## src/rtl/textmode_pkg.sv

```systemverilog
// Shared definitions for the text-mode framebuffer sequencer.
// Screen geometry defaults, control codes and the sequencer state set.
package textmode_pkg;

    localparam int COLS_DEF = 80;
    localparam int ROWS_DEF = 60;
    localparam int AW_DEF   = 13;

    localparam logic [7:0] LF  = 8'h0A;
    localparam logic [7:0] CR  = 8'h0D;
    localparam logic [7:0] BS  = 8'h08;
    localparam logic [7:0] CLR = 8'h7F;

    typedef enum logic [2:0] {
        IDLE,
        DECODE,
        WRITE,
        CLEAR,
        SCROLL_RD,
        SCROLL_CAP,
        SCROLL_WR,
        SCROLL_BLANK
    } state_t;

    function automatic logic is_printable(input logic [7:0] c);
        return (c >= 8'h20) && (c <= 8'h7E);
    endfunction

endpackage

```

## src/rtl/fb_port_arbiter.sv

```systemverilog
// Single RAM port shared between scan-out and the command sequencer.
// Scan-out always wins; a blocked sequencer access simply retries.
module fb_port_arbiter #(
    parameter int AW = 13,
    parameter int DW = 7
) (
    input  logic          i_clk,
    input  logic          i_rst_n,
    input  logic          i_scan_req,
    input  logic [AW-1:0] i_scan_addr,
    input  logic          i_seq_req,
    input  logic          i_seq_we,
    input  logic [AW-1:0] i_seq_addr,
    input  logic [DW-1:0] i_seq_wdata,
    output logic [AW-1:0] o_ram_addr,
    output logic          o_ram_we,
    output logic [DW-1:0] o_ram_wdata,
    output logic          o_seq_grant,
    output logic          o_scan_valid
);

    logic r_scan_valid;

    assign o_seq_grant  = i_seq_req & ~i_scan_req;
    assign o_ram_addr   = i_scan_req ? i_scan_addr : i_seq_addr;
    assign o_ram_we     = i_seq_we & o_seq_grant;
    assign o_ram_wdata  = i_seq_wdata;
    assign o_scan_valid = r_scan_valid;

    // Scan read data appears one cycle after the request.
    always_ff @(posedge i_clk or negedge i_rst_n) begin
        if (!i_rst_n) begin
            r_scan_valid <= 1'b0;
        end else begin
            r_scan_valid <= i_scan_req;
        end
    end

endmodule

```

## src/rtl/textmode_fb_sequencer.sv

```systemverilog
// Text-mode command sequencer: interprets a byte stream and issues
// character writes, clears and scrolls through a shared RAM port.
module textmode_fb_sequencer
    import textmode_pkg::*;
#(
    parameter int COLS = COLS_DEF,
    parameter int ROWS = ROWS_DEF,
    parameter int AW   = AW_DEF
) (
    input  logic          CLK_SYS,
    input  logic          RST,
    input  logic          CMD_VALID,
    input  logic [7:0]    CMD_DATA,
    output logic          CMD_READY,
    input  logic          SCAN_REQ,
    input  logic [AW-1:0] SCAN_ADDR,
    output logic [6:0]    SCAN_DATA,
    output logic          SCAN_VALID,
    output logic [AW-1:0] RAM_ADDR,
    output logic          RAM_WE,
    output logic [6:0]    RAM_WDATA,
    input  logic [6:0]    RAM_RDATA,
    output logic [6:0]    CURSOR_X,
    output logic [5:0]    CURSOR_Y,
    output logic          BUSY
);

    localparam logic [AW-1:0] A_COLS  = AW'(COLS);
    localparam logic [AW-1:0] A_LAST  = AW'(COLS * ROWS - 1);
    localparam logic [AW-1:0] A_BLANK = AW'((ROWS - 1) * COLS);
    localparam logic [6:0]    X_LAST  = 7'(COLS - 1);
    localparam logic [5:0]    Y_LAST  = 6'(ROWS - 1);

    state_t          r_state;
    logic [7:0]      r_cmd;
    logic [6:0]      r_cur_x;
    logic [5:0]      r_cur_y;
    logic [AW-1:0]   r_idx;
    logic [6:0]      r_hold;

    logic            w_seq_req;
    logic            w_seq_we;
    logic [AW-1:0]   w_seq_addr;
    logic [6:0]      w_seq_wdata;
    logic            w_grant;
    logic [AW-1:0]   w_cur_addr;

    assign w_cur_addr = AW'(r_cur_y) * A_COLS + AW'(r_cur_x);

    assign CMD_READY = (r_state == IDLE);
    assign BUSY      = (r_state != IDLE);
    assign CURSOR_X  = r_cur_x;
    assign CURSOR_Y  = r_cur_y;
    assign SCAN_DATA = RAM_RDATA;

    // RAM access the current state wants to make, before arbitration.
    always_comb begin
        w_seq_req   = 1'b0;
        w_seq_we    = 1'b0;
        w_seq_addr  = '0;
        w_seq_wdata = '0;
        unique case (r_state)
            WRITE: begin
                w_seq_req   = 1'b1;
                w_seq_we    = 1'b1;
                w_seq_addr  = w_cur_addr;
                w_seq_wdata = r_cmd[6:0];
            end
            CLEAR: begin
                w_seq_req  = 1'b1;
                w_seq_we   = 1'b1;
                w_seq_addr = r_idx;
            end
            SCROLL_RD: begin
                w_seq_req  = 1'b1;
                w_seq_addr = r_idx;
            end
            SCROLL_WR: begin
                w_seq_req   = 1'b1;
                w_seq_we    = 1'b1;
                w_seq_addr  = r_idx - A_COLS;
                w_seq_wdata = r_hold;
            end
            SCROLL_BLANK: begin
                w_seq_req  = 1'b1;
                w_seq_we   = 1'b1;
                w_seq_addr = r_idx;
            end
            default: begin
            end
        endcase
    end

    fb_port_arbiter #(
        .AW (AW),
        .DW (7)
    ) u_arb (
        .i_clk        (CLK_SYS),
        .i_rst_n      (RST),
        .i_scan_req   (SCAN_REQ),
        .i_scan_addr  (SCAN_ADDR),
        .i_seq_req    (w_seq_req),
        .i_seq_we     (w_seq_we),
        .i_seq_addr   (w_seq_addr),
        .i_seq_wdata  (w_seq_wdata),
        .o_ram_addr   (RAM_ADDR),
        .o_ram_we     (RAM_WE),
        .o_ram_wdata  (RAM_WDATA),
        .o_seq_grant  (w_grant),
        .o_scan_valid (SCAN_VALID)
    );

    // Command FSM: decode, cursor update, clear and scroll loops.
    always_ff @(posedge CLK_SYS or negedge RST) begin
        if (!RST) begin
            r_state <= IDLE;
            r_cmd   <= '0;
            r_cur_x <= '0;
            r_cur_y <= '0;
            r_idx   <= '0;
            r_hold  <= '0;
        end else begin
            unique case (r_state)
                IDLE: begin
                    if (CMD_VALID) begin
                        r_cmd   <= CMD_DATA;
                        r_state <= DECODE;
                    end
                end
                DECODE: begin
                    r_state <= IDLE;
                    unique case (1'b1)
                        (r_cmd == LF): begin
                            if (r_cur_y == Y_LAST) begin
                                r_idx   <= A_COLS;
                                r_state <= SCROLL_RD;
                            end else begin
                                r_cur_y <= r_cur_y + 6'd1;
                            end
                        end
                        (r_cmd == CR): begin
                            r_cur_x <= '0;
                        end
                        (r_cmd == BS): begin
                            if (r_cur_x != '0)
                                r_cur_x <= r_cur_x - 7'd1;
                        end
                        (r_cmd == CLR): begin
                            r_idx   <= '0;
                            r_state <= CLEAR;
                        end
                        is_printable(r_cmd): begin
                            r_state <= WRITE;
                        end
                        default: begin
                        end
                    endcase
                end
                WRITE: begin
                    if (w_grant) begin
                        if (r_cur_x == X_LAST) begin
                            r_cur_x <= '0;
                            if (r_cur_y == Y_LAST) begin
                                r_idx   <= A_COLS;
                                r_state <= SCROLL_RD;
                            end else begin
                                r_cur_y <= r_cur_y + 6'd1;
                                r_state <= IDLE;
                            end
                        end else begin
                            r_cur_x <= r_cur_x + 7'd1;
                            r_state <= IDLE;
                        end
                    end
                end
                CLEAR: begin
                    if (w_grant) begin
                        if (r_idx == A_LAST) begin
                            r_cur_x <= '0;
                            r_cur_y <= '0;
                            r_state <= IDLE;
                        end else begin
                            r_idx <= r_idx + 1'b1;
                        end
                    end
                end
                SCROLL_RD: begin
                    if (w_grant)
                        r_state <= SCROLL_CAP;
                end
                SCROLL_CAP: begin
                    r_hold  <= RAM_RDATA;
                    r_state <= SCROLL_WR;
                end
                SCROLL_WR: begin
                    if (w_grant) begin
                        if (r_idx == A_LAST) begin
                            r_idx   <= A_BLANK;
                            r_state <= SCROLL_BLANK;
                        end else begin
                            r_idx   <= r_idx + 1'b1;
                            r_state <= SCROLL_RD;
                        end
                    end
                end
                SCROLL_BLANK: begin
                    if (w_grant) begin
                        if (r_idx == A_LAST) begin
                            r_cur_y <= Y_LAST;
                            r_state <= IDLE;
                        end else begin
                            r_idx <= r_idx + 1'b1;
                        end
                    end
                end
                default: begin
                    r_state <= IDLE;
                end
            endcase
        end
    end

endmodule

```

## config.mk

```make
export PLATFORM = sky130hd
export DESIGN_NAME = textmode_fb_sequencer
export DESIGN_NICKNAME = d
export VERILOG_FILES = /design/src/rtl/textmode_pkg.sv /design/src/rtl/fb_port_arbiter.sv /design/src/rtl/textmode_fb_sequencer.sv
export SDC_FILE = /design/constraint.sdc
export NUM_CORES = 1
export LEC_CHECK = 0
export ABC_AREA = 1
export CELL_PAD_IN_SITES_DETAIL_PLACEMENT = 2
export CELL_PAD_IN_SITES_GLOBAL_PLACEMENT = 2
export CORE_ASPECT_RATIO = 1.1
export CORE_MARGIN = 2
export CORE_UTILIZATION = 25
export DETAILED_ROUTE_END_ITERATION = 8
export PLACE_DENSITY = 0.84
export SYNTH_ARGS = -nofsm -noshare
export SYNTH_HDL_FRONTEND = slang
export SYNTH_HIERARCHICAL = 1
export SYNTH_SLANG_ARGS = --single-unit
export TNS_END_PERCENT = 30
```

## constraint.sdc

```tcl
create_clock -name CLK_SYS -period 8 [get_ports CLK_SYS]
set_input_delay 1.6 -clock CLK_SYS [delete_from_list [all_inputs] [get_ports CLK_SYS]]
set_output_delay 1.6 -clock CLK_SYS [all_outputs]
set_load 0.01 [all_outputs]
```

Word level (Yosys, flattened, before mapping)
Index checks and enable logic that the tools add are counted.

Register bits after elaboration: 45. Bits in latches: 0. Memory bits (writable): 0. Memory bits (read-only): 0. Input port bits: 32. Output and inout bits: 44. Memories: 0.

Add/sub/neg operators: 6. Multipliers: 1. Divide/modulo/power cells: 0. $lt $le $gt $ge: 2. Equal/unequal tests: 30. Shift-type cells: 0. Mux-type cells: 41. Bitwise gates (word level): 3. Reductions and logical operators: 16.

Operator list (number): $mux W13 (8); $pmux W13 S4 (1); $mux W6 (8); $pmux W13 S3 (1); $mux W7 (5); $pmux W7 S2 (2); $pmux W13 S2 (1); $eq A8 B4 Y1 const B (3); $mux W3 (8); $pmux W6 S4 (1); $pmux W3 S7 (1); $pmux W7 S3 (1); $ne A2 B1 Y1 const B (7); $add A13 B1 Y13 const B (1); $add A13 B7 Y13 (1); $eq A13 B13 Y1 const B (1); $sub A13 B7 Y13 const B (1); $eq A3 B3 Y1 const B (4); $ne A2 B2 Y1 const B (6); $reduce_and A6 Y1 (2); $mul A6 B3 Y9 const B (1); $ne A3 B3 Y1 const B (3); $pmux W3 S3 (1); $eq A8 B7 Y1 const B (1); other kinds (25) (30).

Logic depth before layout (Yosys ltp)
Gate-level depths: netlist (run 1).

Word-level depth: 6. Depth in mapped cells: 15. Gate-level depth less buffers: 15.

Cells and area by module
Netlist (run 1), hierarchy kept.

Modules (own cells, without submodules): textmode_fb_sequencer (times used 1, cells each 619, area an instance 4093.9 sq um); fb_port_arbiter (times used 1, cells each 54, area an instance 261.5 sq um).

Worst setup path before layout (run 1)
Ideal clock, no wire load.

Path type: reg-to-output. From: register r_cur_y[1] (netlist: CURSOR_Y[1]). To: output RAM_ADDR[11]. Data arrival time: 2.256 ns. Slack: 4.144 ns. Cell stages (with the launch flop): 16. Buffers on the path: 0. Cell sequence: dfrtp_1 > ha_1 > ha_1 > inv_1 > fa_1 > nor2_1 > nand4_1 > nand2_1 > inv_1 > nor2_1 > nand2_1 > nand2_1 > nand3_1 > nand2_1 > nand2_1 > nand2_1.

Longest elaborated chain between the ends: 4.

Ends and longest elaborated chain: from (decl) (line textmode_fb_sequencer.sv:37) `logic [5:0] r_cur_y;`; from (signal assigned) (line textmode_fb_sequencer.sv:138) `r_cur_y <= r_cur_y + 6'd1;`; from (signal assigned) (line textmode_fb_sequencer.sv:167) `r_cur_y <= r_cur_y + 6'd1;`; $mul A6 B3 Y9 (line textmode_fb_sequencer.sv:48) `assign w_cur_addr = AW'(r_cur_y) * A_COLS + AW'(r_cur_x);`; $add A13 B7 Y13 (line textmode_fb_sequencer.sv:48); $pmux W13 S3 (line textmode_fb_sequencer.sv:62) `unique case (r_state)`; via w_seq_addr[11] (line textmode_fb_sequencer.sv:43) `logic [AW-1:0] w_seq_addr;`; $mux W13 (line fb_port_arbiter.sv:25) `assign o_ram_addr = i_scan_req ? i_scan_addr : i_seq_addr;`; to (decl) (line textmode_fb_sequencer.sv:19) `output logic [AW-1:0] RAM_ADDR,`.

The timed path passes the listed nets, and every way through them passes these cells.

Worst setup path in the final report (run 1)
From: input SCAN_REQ. To: output RAM_WE.

Longest elaborated chain between the ends: 3.

Ends and longest elaborated chain: from (decl) (line textmode_fb_sequencer.sv:15) `input logic SCAN_REQ,`; $not A1 Y1 (line fb_port_arbiter.sv:24) `assign o_seq_grant = i_seq_req & ~i_scan_req;`; $and A1 B1 Y1 (line fb_port_arbiter.sv:24); $and A1 B1 Y1 (line fb_port_arbiter.sv:26) `assign o_ram_we = i_seq_we & o_seq_grant;`; to (decl) (line textmode_fb_sequencer.sv:20) `output logic RAM_WE,`.

Every way passes these cells.

==> summary.md, run 1 <==
| Metric | Value |
|---|---|
| Worst Hold Class | `flip-flop to flip-flop` |
| Final #Nets | `774` |
| VDD IR-drop max | `around 0.00012 V` |
| CTS tree | `done` |
| Slew Viols, Final | `0` |
| DIE AREA | `18500 sq um` |
| Share of post-route cells with drive strength above 1 | `0.0706` |
| Leakage | `roughly 2.4 nW` |
| Yosys cell types | `43` |
| Ys Warns | `6` |
| Commonest non-fill, non-tap cell in the layout | `nand2_1` |
| Startpoint types | `input port` |
| Antenna Nets Post-Route | `0` |
| Initial DRT Pass Iterations | `4` |
| Seq. cell area | `1130 sq um` |
| I/O Buffers | `75` |
| Final period utilization | `0.645` |
| Peak Freq | `194 MHz` |
| Most frequent cells in the layout | `nand2_1 (235), clkdlybuf4s50_1 (74), nand3_1 (62)` |
| Max Buffers Root-to-Sink | `2` |
| Cells after Synth | `between 600 and 700` |
| Slowest CP cell | `clkdlybuf4s50_1` |
| Routed wire length | `~16 mm` |
| Core Region | `between 15000 and 20000 sq um` |
| Syn Nets | `approximately 730` |
| TNS Setup | `0 ns` |
| First-pass GRT wire length | `~27 mm` |
| Main synth FF type | `dfrtp_1` |
| Post-synth EDFFs | `0` |
| Final HPWL DP | `between 10 and 15 mm` |
| Width of the die | `130 um` |
| Hold_buf cts | `0` |
| Outcome | `complete, no violations` |
| DR iter-0 viols | `roughly 150` |
| Initial Util | `0.256` |
| Clock Skews | `0.00728 ns` |
| Final core utilization | `0.313` |
| Cts bufs inserted | `5` |
| GRT overflow | `0` |
| Final setup vio count | `0` |
| Post-Syn Area | `~4400 sq um` |
| Critical path class | `input port to output pin` |
| Vias in the first global route | `5153` |
| Clk_lat worst skew | `roughly 0.30 ns` |
| Fillers | `approximately 2100` |
| Top cells by area, synth | `dfrtp_1 (26%), nand2_1 (20%), nand3_1 (7.1%)` |
| Residual DRC | `0` |
| Seq/Total Area, Yosys | `0.259` |
| Area grow syn2layout | `22.1%` |
| Vias | `4666` |
| CP most frequent cell | `clkdlybuf4s50_1` |
| GRT Overall Usage | `0.181` |
| DR WL/cell | `between 15 and 20 um` |
| Antenna cells | `0` |
| Initial antenna violation count | `0` |
| PwrDens | `about 260 nW/um^2` |
| H-tree depth | `2` |
| Yosys top cell by area | `dfrtp_1` |
| Die Ht | `around 140 um` |
| Ports | `76` |
| Max Cap Violations | `0` |
| CTS sink count | `45` |
| Register bit count reported by yosys | `45` |
| Setup repair bufs after CTS | `0` |
| Rel. slew slack | `0.500` |
| FP Rows | `50` |
| Worst-path clk slew | `0.06 ns` |
| Vias per cell | `~5` |
| RSZ-0062 raised after global routing | `no` |
| Fin crit period | `between 5 and 6 ns` |
| Final GP Congestion | `between 0.7 and 0.8` |
| Largest net degree at the start of global routing | `46` |
| Slowest stage delay, CP | `roughly 0.73 ns` |
| Crit Path Max Fanout | `15` |
| Critical Path RT | `around 6.4 ns` |
| Slew @ Worst Pin | `between 0.7 and 0.8 ns` |
| CTS resizes | `0` |
| Multi-input gate area | `between 2000 and 3000 sq um` |
| CP endpoint kind | `output pin` |
| Hold Vio Cnt, Final | `0` |
| CP cell instances | `clkdlybuf4s50_1 -> inv_2 -> nand2_1 -> nor2_1 -> clkdlybuf4s50_1` |
| Asr flop ratio synth | `1.00` |
| Data arrival time of the worst path | `around 3.6 ns` |
| CTS root buffer | `clkbuf_16` |
| Syn Area/Cell | `approximately 6.5 sq um` |
| Top cell type's share of synthesized area | `0.259` |
[critical path, delay by kind of cell]
kind          cells  cell delay (ns)
buf+inv           3             1.73
simple gates      2             0.22
[cell families after synthesis]
logic type	synth area share
buffers and inverters	0.115
muxes	0.0207
adders and majority gates	0.0609
and+or+nand+nor	0.419
xor gates and xnor gates	0.0261
DFF	0.259
AOI/OAI and AO/OA	0.100
[area by class of cell]
type                            count  share of cell area
Multi-Input combinational cell    524               0.513
Sequential cell                    45               0.212
Inverter                           68              0.0484
Clock buffer                        6              0.0261
Clock inverter                      1             0.00141
Tap cell                          234              0.0550
Timing Repair Buffer               78               0.144
[state kept, by name (all words and copies together), names as in the netlist]
name / flops
r_idx: 13
r_cmd: 8
CURSOR_X: 7
r_hold: 7
CURSOR_Y: 6
r_state: 3
u_arb/o_scan_valid: 1
[per-stage QoR]
| stage | instances | worst slack, ns | hold slack (ns) | power [mW] | instance area [sq um] |
|---|---|---|---|---|---|
| detailed placement | 949 | 2.79 | 0.496 | 1.17 | 5170 |
| global route | 956 | 2.59 | 0.537 | 1.51 | 5320 |
| floorplan | 673 | 4.14 | 0.480 | 0.915 | 4360 |
| CTS | 956 | 2.77 | 0.512 | 1.41 | 5320 |
| finish | 956 | 2.84 | 0.508 | 1.38 | 5320 |
| global placement | 949 | 2.79 | 0.489 | 1.14 | 5170 |
[routing by layer]
metal | part of all wire | up-vias | GRT usage
met5 | 0 | - | 0
met4 | 0.018 | 0 | 0.0441
met3 | 0.036 | 11 | 0.0331
met2 | 0.51 | 74 | 0.328
met1 | 0.44 | 2313 | 0.220
li1 | - | 2268 | -
[synthesized netlist by cell type (3+ instances only)]
cell type	count
clkbuf_1	3
inv_1	60
buf_4	17
inv_2	6
o21ai_1	6
a21oi_1	17
ha_1	18
buf_2	11
nor2_1	60
nand3b_1	5
nand3_1	62
o21ai_0	32
o211ai_1	5
mux2_2	8
nor2_4	4
o22ai_1	7
xor2_1	13
o221ai_1	3
nand2_1	235
buf_6	4
nand3_2	3
nor3_1	6
dfrtp_1	45
nand4_1	16
nor2_2	5
[power by group]
group          switching [mW]  internal (mW)
logic                   0.516          0.280
clock network          0.0975          0.123
registers              0.0829          0.279
[worst paths after layout]
check                            from          end  cells after the start  slack, ns
setup / recovery             SCAN_REQ       RAM_WE                      5       2.84
hold / removal              r_hold[3]    r_hold[3]                      1       0.51
setup reg to reg           r_state[1]     r_idx[2]                      9       5.46
hold reg to reg             r_hold[3]    r_hold[3]                      1       0.51
max in group asynchronous         RST  CURSOR_Y[2]                      2       6.14
min in group asynchronous         RST     r_idx[3]                      2       1.42
(Power assumes the default switching activity.)
==> run 2: changes to the inputs <==
- PLACE_DENSITY: 0.84 -> 0.86
- clock period: 8 -> 4.35 ns (I/O delays scaled with it)
==> summary.md, run 2 (synthesis results as in run 1) <==
| Metric | Value |
|---|---|
| Leakage | `2.48 nW (+1.7%)` |
| Vias per cell | `4.84 (-0.81%)` |
| Initial Util | `0.256 (unchanged)` |
| Final #Nets | `780 (+0.78%)` |
| Initial antenna violation count | `0 (unchanged)` |
| Slowest CP cell | `clkdlybuf4s50_1` |
| Crit Reg-Reg Endpoint | `r_idx[2]` |
| Crit Path Max Fanout | `4 (-11)` |
| CTS root buffer | `clkbuf_16` |
| DR WL/cell | `16.3 um (-1.8%)` |
| Hold Vio Cnt, Final | `0 (unchanged)` |
| GRT Overall Usage | `0.181 (about the same)` |
| Antenna Nets Post-Route | `0 (unchanged)` |
| Critical path class | `flip-flop to output pin` |
| Hold_buf cts | `0 (unchanged)` |
| Reg2reg start | `r_state[2]` |
| Met3 usage | `0.0305 (-0.00263)` |
| Peak Freq | `roughly 240 MHz` |
| I/O Buffers | `75 (unchanged)` |
| Residual DRC | `0 (unchanged)` |
| TNS Setup | `0 ns (unchanged)` |
| GRT overflow | `0 (unchanged)` |
| Slew @ Worst Pin | `0.830 ns (+0.0823 ns)` |
| Rel. slew slack | `0.445 (-0.0550)` |
| Routed wire length | `15.7 mm (-1.1%)` |
| CP cell instances | `ha_1 -> ha_1 -> inv_1 -> fa_1 -> nor2_2 -> nand4_1 -> nand2_1 -> inv_1 -> nor2_2 -> nand2_1 -> nand2_1 -> nand3_1 -> nand2_1 -> nand2_1 -> nand2_1 -> clkdlybuf4s50_1` |
| R2R setup slack | `1.79 ns (-3.67 ns)` |
| Met2 Usage GRT | `0.327 (-0.000827)` |
| Share of post-route cells with drive strength above 1 | `0.0850 (+0.0144)` |
| Vias in the first global route | `5143 (-0.19%)` |
| Outcome | `complete, no violations` |
| Slew Viols, Final | `0 (unchanged)` |
| Final HPWL DP | `12.2 mm (-0.38%)` |
| Startpoint types | `flip-flop` |
| FP Rows | `50 (unchanged)` |
| VDD IR-drop max | `0.000253 V (+120%)` |
| Slowest stage delay, CP | `0.52 ns (-0.21 ns)` |
| GRT Max-Usage Layer | `met2` |
| Critical Path Start | `CURSOR_Y[1]` |
| Fin Hold WS | `0.507 ns (-0.000744 ns)` |
| Commonest non-fill, non-tap cell in the layout | `nand2_1` |
| Largest registers | `r_idx x13, r_cmd x8` |
| CTS tree | `done` |
| RSZ-0062 raised after global routing | `no` |
| Ports | `76 (unchanged)` |
| Hold Path Origin | `r_hold[4]` |
| Area grow syn2layout | `24.0%` |
| DR iter-0 viols | `198 (+30%)` |
| Data arrival time of the worst path | `3.22 ns (-0.34 ns)` |
| Max Cap Violations | `0 (unchanged)` |
| CP most frequent cell | `nand2_1` |
| Initial DRT Pass Iterations | `4 (unchanged)` |
| Most frequent cells in the layout | `nand2_1 (235), clkdlybuf4s50_1 (74), nand3_1 (62)` |
| Fin crit period | `4.09 ns` |
| Final setup vio count | `0 (unchanged)` |
| Cts bufs inserted | `5 (unchanged)` |
| Width of the die | `130 um (unchanged)` |
| Die Ht | `142 um (unchanged)` |
| Max Buffers Root-to-Sink | `2 (unchanged)` |
| Largest net degree at the start of global routing | `27 (-41%)` |
| Final GP Congestion | `0.781 (+1.7%)` |
| Final period utilization | `0.940` |
| Vias | `4662 (-0.086%)` |
| Worst Hold Class | `flip-flop to flip-flop` |
| Final core utilization | `0.318 (+0.00485)` |
| First-pass GRT wire length | `26.5 mm (about the same)` |
| PwrDens | `489 nW/um^2 (+89%)` |
| Clock Skews | `0.00415 ns (-0.00312 ns)` |
| Critical Path RT | `3.48 ns (-2.92 ns)` |
| DIE AREA | `18500 sq um (unchanged)` |
| Worst-path clk slew | `0.07 ns (about the same)` |
| CP endpoint kind | `output pin` |
| Max FFs per register | `13 (unchanged)` |
| R2R depth | `14 (+5)` |
| Most flop-heavy register | `r_idx` |
| Total power | `2.64 mW (+92%)` |
| Critical path capture point | `RAM_ADDR[11]` |
| H-tree depth | `2 (unchanged)` |
| Clk_lat worst skew | `0.30 ns (about the same)` |
| CTS sink count | `45 (unchanged)` |
| Core Region | `17000 sq um (unchanged)` |
| Antenna cells | `0 (unchanged)` |
| Grt met1 use | `0.221 (+0.00102)` |
[run 2: changes by cell type in the layout (fill, tap and decap cells not counted)]
cell / previous run / this run
buf_4: 3 / 9
bufinv_16: 0 / 1
dfrtp_1: 45 / 43
dfrtp_2: 0 / 2
nor2_1: 60 / 58
nor2_2: 5 / 7
[run 2: worst max-delay path: cells and delay by family, from the launching register on]
kind                     cells  cell delay [ns]
adder cells (fa/ha/maj)      3             0.99
buffers and inverters        3             0.66
AND/OR/NAND/NOR             10             0.86
flip-flops                   1             0.43
[run 2: area by class of cell]
cell class	instances	area, sq um
Fill cell	2088	11600
Multi-Input combinational cell	524	2730
Sequential cell	45	1130
Timing Repair Buffer	84	813
Tap cell	234	293
Inverter	68	258
Clock buffer	6	139
Clock inverter	2	37.5
[run 2: layer usage]
metal | part of all wire | up-vias
met4 | 0.018 | 0
met2 | 0.50 | 75
li1 | - | 2274
met1 | 0.45 | 2298
met5 | 0 | -
met3 | 0.032 | 15
[run 2: worst min-delay path by stage]
stage | end | slack [ns] | depth (start not counted)
4_1_cts | r_hold[4] | 0.52 | 1
6_report | r_hold[4] | 0.51 | 1
3_3_place_gp | r_hold[2] | 0.49 | 1
5_1_grt | r_hold[2] | 0.54 | 1
2_1_floorplan | r_hold[0] | 0.48 | 1
3_5_place_dp | r_hold[4] | 0.50 | 1
[run 2: report_power, final]
part	switching (mW)	total (mW)	internal [mW]	leakage [nW]
Clock	0.187	0.474	0.287	0.0831
Combinational	0.976	1.51	0.535	1.82
Sequential	0.144	0.658	0.514	0.570
Total	1.31	2.64	1.34	2.48
[run 2: timing repair]
action,in CTS,in global routing
buffers inserted,0,2
setup endpoints to repair,0,1
resized for setup,0,4
[run 2: metrics by stage]
stage | instances | worst slack [ns] | cell area [sq um]
final | 963 | 0.259 | 5400
after global routing | 963 | 0.0161 | 5400
after CTS | 961 | 0.109 | 5380
after detailed placement | 953 | 0.451 | 5200
after global placement | 953 | 0.598 | 5200
after floorplan | 673 | 1.22 | 4360
==> run 3: changes to the inputs <==
--- a/config.mk
+++ b/config.mk
@@ -10,3 +10,3 @@
 export CELL_PAD_IN_SITES_GLOBAL_PLACEMENT = 2
-export CORE_ASPECT_RATIO = 1.1
+export CORE_ASPECT_RATIO = 1.4
 export CORE_MARGIN = 2
--- a/constraint.sdc
+++ b/constraint.sdc
@@ -3,2 +3,2 @@
 set_output_delay 0.87 -clock CLK_SYS [all_outputs]
-set_load 0.01 [all_outputs]
+set_load 0.02 [all_outputs]
==> summary.md, run 3 (synthesis results as in run 1) <==
| Metric | Value |
|---|---|
| Critical path class | `flip-flop to output pin` |
| Area grow syn2layout | `23.1%` |
| Largest net degree at the start of global routing | `46 (+70%)` |
| Vias in the first global route | `5262 (+2.3%)` |
| H-tree depth | `2 (unchanged)` |
| VDD IR-drop max | `0.000312 V (+23%)` |
| CP endpoint kind | `output pin` |
| Post-route cell area | `5360 sq um (-0.79%)` |
| Max Buffers Root-to-Sink | `2 (unchanged)` |
| TNS Setup | `0 ns (unchanged)` |
| Final GP Congestion | `0.829 (+6.1%)` |
| Outcome | `complete, no violations` |
| Slowest CP cell | `clkdlybuf4s50_1` |
| Rel. slew slack | `0.526 (+0.0814)` |
| Residual DRC | `0 (unchanged)` |
| Width of the die | `116 um (-11%)` |
| Max FFs per register | `13 (unchanged)` |
| CP cell instances | `ha_1 -> ha_1 -> inv_1 -> fa_1 -> nor2_1 -> nand4_1 -> nand2_1 -> inv_1 -> nand2_1 -> nand2_1 -> o211ai_1 -> nand2_1 -> nand2_1 -> clkdlybuf4s50_1` |
| Critical Path RT | `3.48 ns (about the same)` |
| Final #Nets | `778 (-0.26%)` |
| Fin Hold WS | `0.516 ns (+0.00933 ns)` |
| Setup repair bufs after CTS | `0 (unchanged)` |
| GRT overflow | `0 (unchanged)` |
| Hold Vio Cnt, Final | `0 (unchanged)` |
| Met2 WL post-DR | `8.92 mm (+15%)` |
| Routed wire length | `16.3 mm (+4.1%)` |
| Core Region | `17200 sq um (+1.0%)` |
| Slew @ Worst Pin | `0.703 ns (-0.126 ns)` |
| First-pass GRT wire length | `27.0 mm (+2.0%)` |
| DR WL/cell | `16.9 um (+4.1%)` |
| I/O Buffers | `75 (unchanged)` |
| Final period utilization | `0.932 (-0.00894)` |
| Most flop-heavy register | `r_idx` |
| Initial Util | `0.253 (-0.00255)` |
| FP Rows | `57 (+14%)` |
| Crit path max-delay family | `adder cells` |
| Largest registers | `r_idx x13, r_cmd x8` |
| Vias | `4696 (+0.73%)` |
| Final core utilization | `0.312 (-0.00564)` |
| Commonest non-fill, non-tap cell in the layout | `nand2_1` |
| Die Ht | `160 um (+12%)` |
| GRT Overall Usage | `0.184 (+0.00266)` |
| Initial DRT Pass Iterations | `4 (unchanged)` |
| DIE AREA | `18500 sq um (about the same)` |
| Slew Viols, Final | `0 (unchanged)` |
| Ports | `76 (unchanged)` |
| CP most frequent cell | `nand2_1` |
| Antenna cells | `0 (unchanged)` |
| Share of post-route cells with drive strength above 1 | `0.0784 (-0.00664)` |
| Data arrival time of the worst path | `3.18 ns (-0.04 ns)` |
| Peak Freq | `247 MHz (+0.96%)` |
| CTS tree | `done` |
| Clock Skews | `0.0108 ns (+0.00661 ns)` |
| CTS sink count | `45 (unchanged)` |
| RSZ-0062 raised after global routing | `no` |
| Cts bufs inserted | `5 (unchanged)` |
| Fillers | `2111 (+1.1%)` |
| WP buf/inv | `3 (unchanged)` |
| Worst Hold Class | `flip-flop to flip-flop` |
| Final setup vio count | `0 (unchanged)` |
| Slowest stage delay, CP | `0.59 ns (+0.07 ns)` |
| Startpoint types | `flip-flop` |
| Worst-path clk slew | `0.07 ns (about the same)` |
| Most frequent cells in the layout | `nand2_1 (235), clkdlybuf4s50_1 (72), nand3_1 (62)` |
| Crit Path Max Fanout | `6 (+2)` |
| Antenna Nets Post-Route | `0 (unchanged)` |
| DR iter-0 viols | `181 (-8.6%)` |
| Met1 WL | `6.61 mm (-6.9%)` |
| CTS root buffer | `clkbuf_16` |
| Fin crit period | `4.05 ns (-0.0389 ns)` |
| Leakage | `2.49 nW (+0.40%)` |
| PwrDens | `487 nW/um^2 (-0.39%)` |
| Max Cap Violations | `0 (unchanged)` |
| Met3 Wirelength | `366 um (-27%)` |
| Clk_lat worst skew | `0.30 ns (about the same)` |
| Vias per cell | `4.88 (+0.73%)` |
| Final HPWL DP | `12.5 mm (+2.7%)` |
| Initial antenna violation count | `0 (unchanged)` |
| Top Metal Used | `met4` |
| Placed Area | `5210 sq um (about the same)` |
## run 3: final timing paths
kind | endpoint | slack (ns) | cells after the start | start
max in group asynchronous | CURSOR_Y[3] | 3.20 | 2 | RST
worst min register to register | r_hold[5] | 0.52 | 1 | r_hold[5]
worst min-delay path | r_hold[5] | 0.52 | 1 | r_hold[5]
min in group asynchronous | u_arb/o_scan_valid | 0.68 | 2 | RST
worst max register to register | r_idx[2] | 1.82 | 14 | r_state[2]
worst max-delay path | RAM_ADDR[9] | 0.30 | 14 | CURSOR_Y[1]
## run 3: through the flow
stage	cells	worst slack (ns)	power, mW
2_1_floorplan	673	1.10	1.74
3_3_place_gp	955	0.550	2.17
3_5_place_dp	955	0.392	2.22
4_1_cts	963	0.0802	2.65
5_1_grt	963	0.0395	2.85
6_report	963	0.298	2.61
## run 3: final cells by class
class	instances	area (sq um)	area share
clock buffer	5	125	0.0233
inverter	68	258	0.0481
tap	236	295	0.0551
sequential	45	1130	0.210
clock inverter	3	22.5	0.00420
timing repair buffer	82	803	0.150
multi-input combinational	524	2730	0.509
## run 3: metal layers
layer,track usage,up-vias
met5,0,-
met4,0.0602,0
met3,0.0186,28
met2,0.354,82
met1,0.204,2311
li1,-,2275
## run 3: worst reg2reg max path: stages (launching register included)
cell     delay [ns]
dfrtp_1        0.51
inv_2          0.15
nor2_1         0.16
nor2_1         0.08
inv_1          0.10
nand2_1        0.08
inv_1          0.08
inv_1          0.09
nand2_1        0.11
nand2_1        0.11
nor2_4         0.14
nand3_2        0.27
inv_2          0.34
o21ai_0        0.14
o21ai_0        0.09
## run 3: where the power goes
group	switching [mW]	leakage, nW	total (mW)	internal [mW]
combinational	1.02	1.84	1.55	0.523
sequential	0.152	0.571	0.664	0.513
clock	0.187	0.0738	0.402	0.215
## run 3: what timing repair did
item	in CTS	in global routing
hold buffers	0	0
setup endpoints to repair	0	2
gates resized for setup	0	3
hold endpoints to repair	0	0
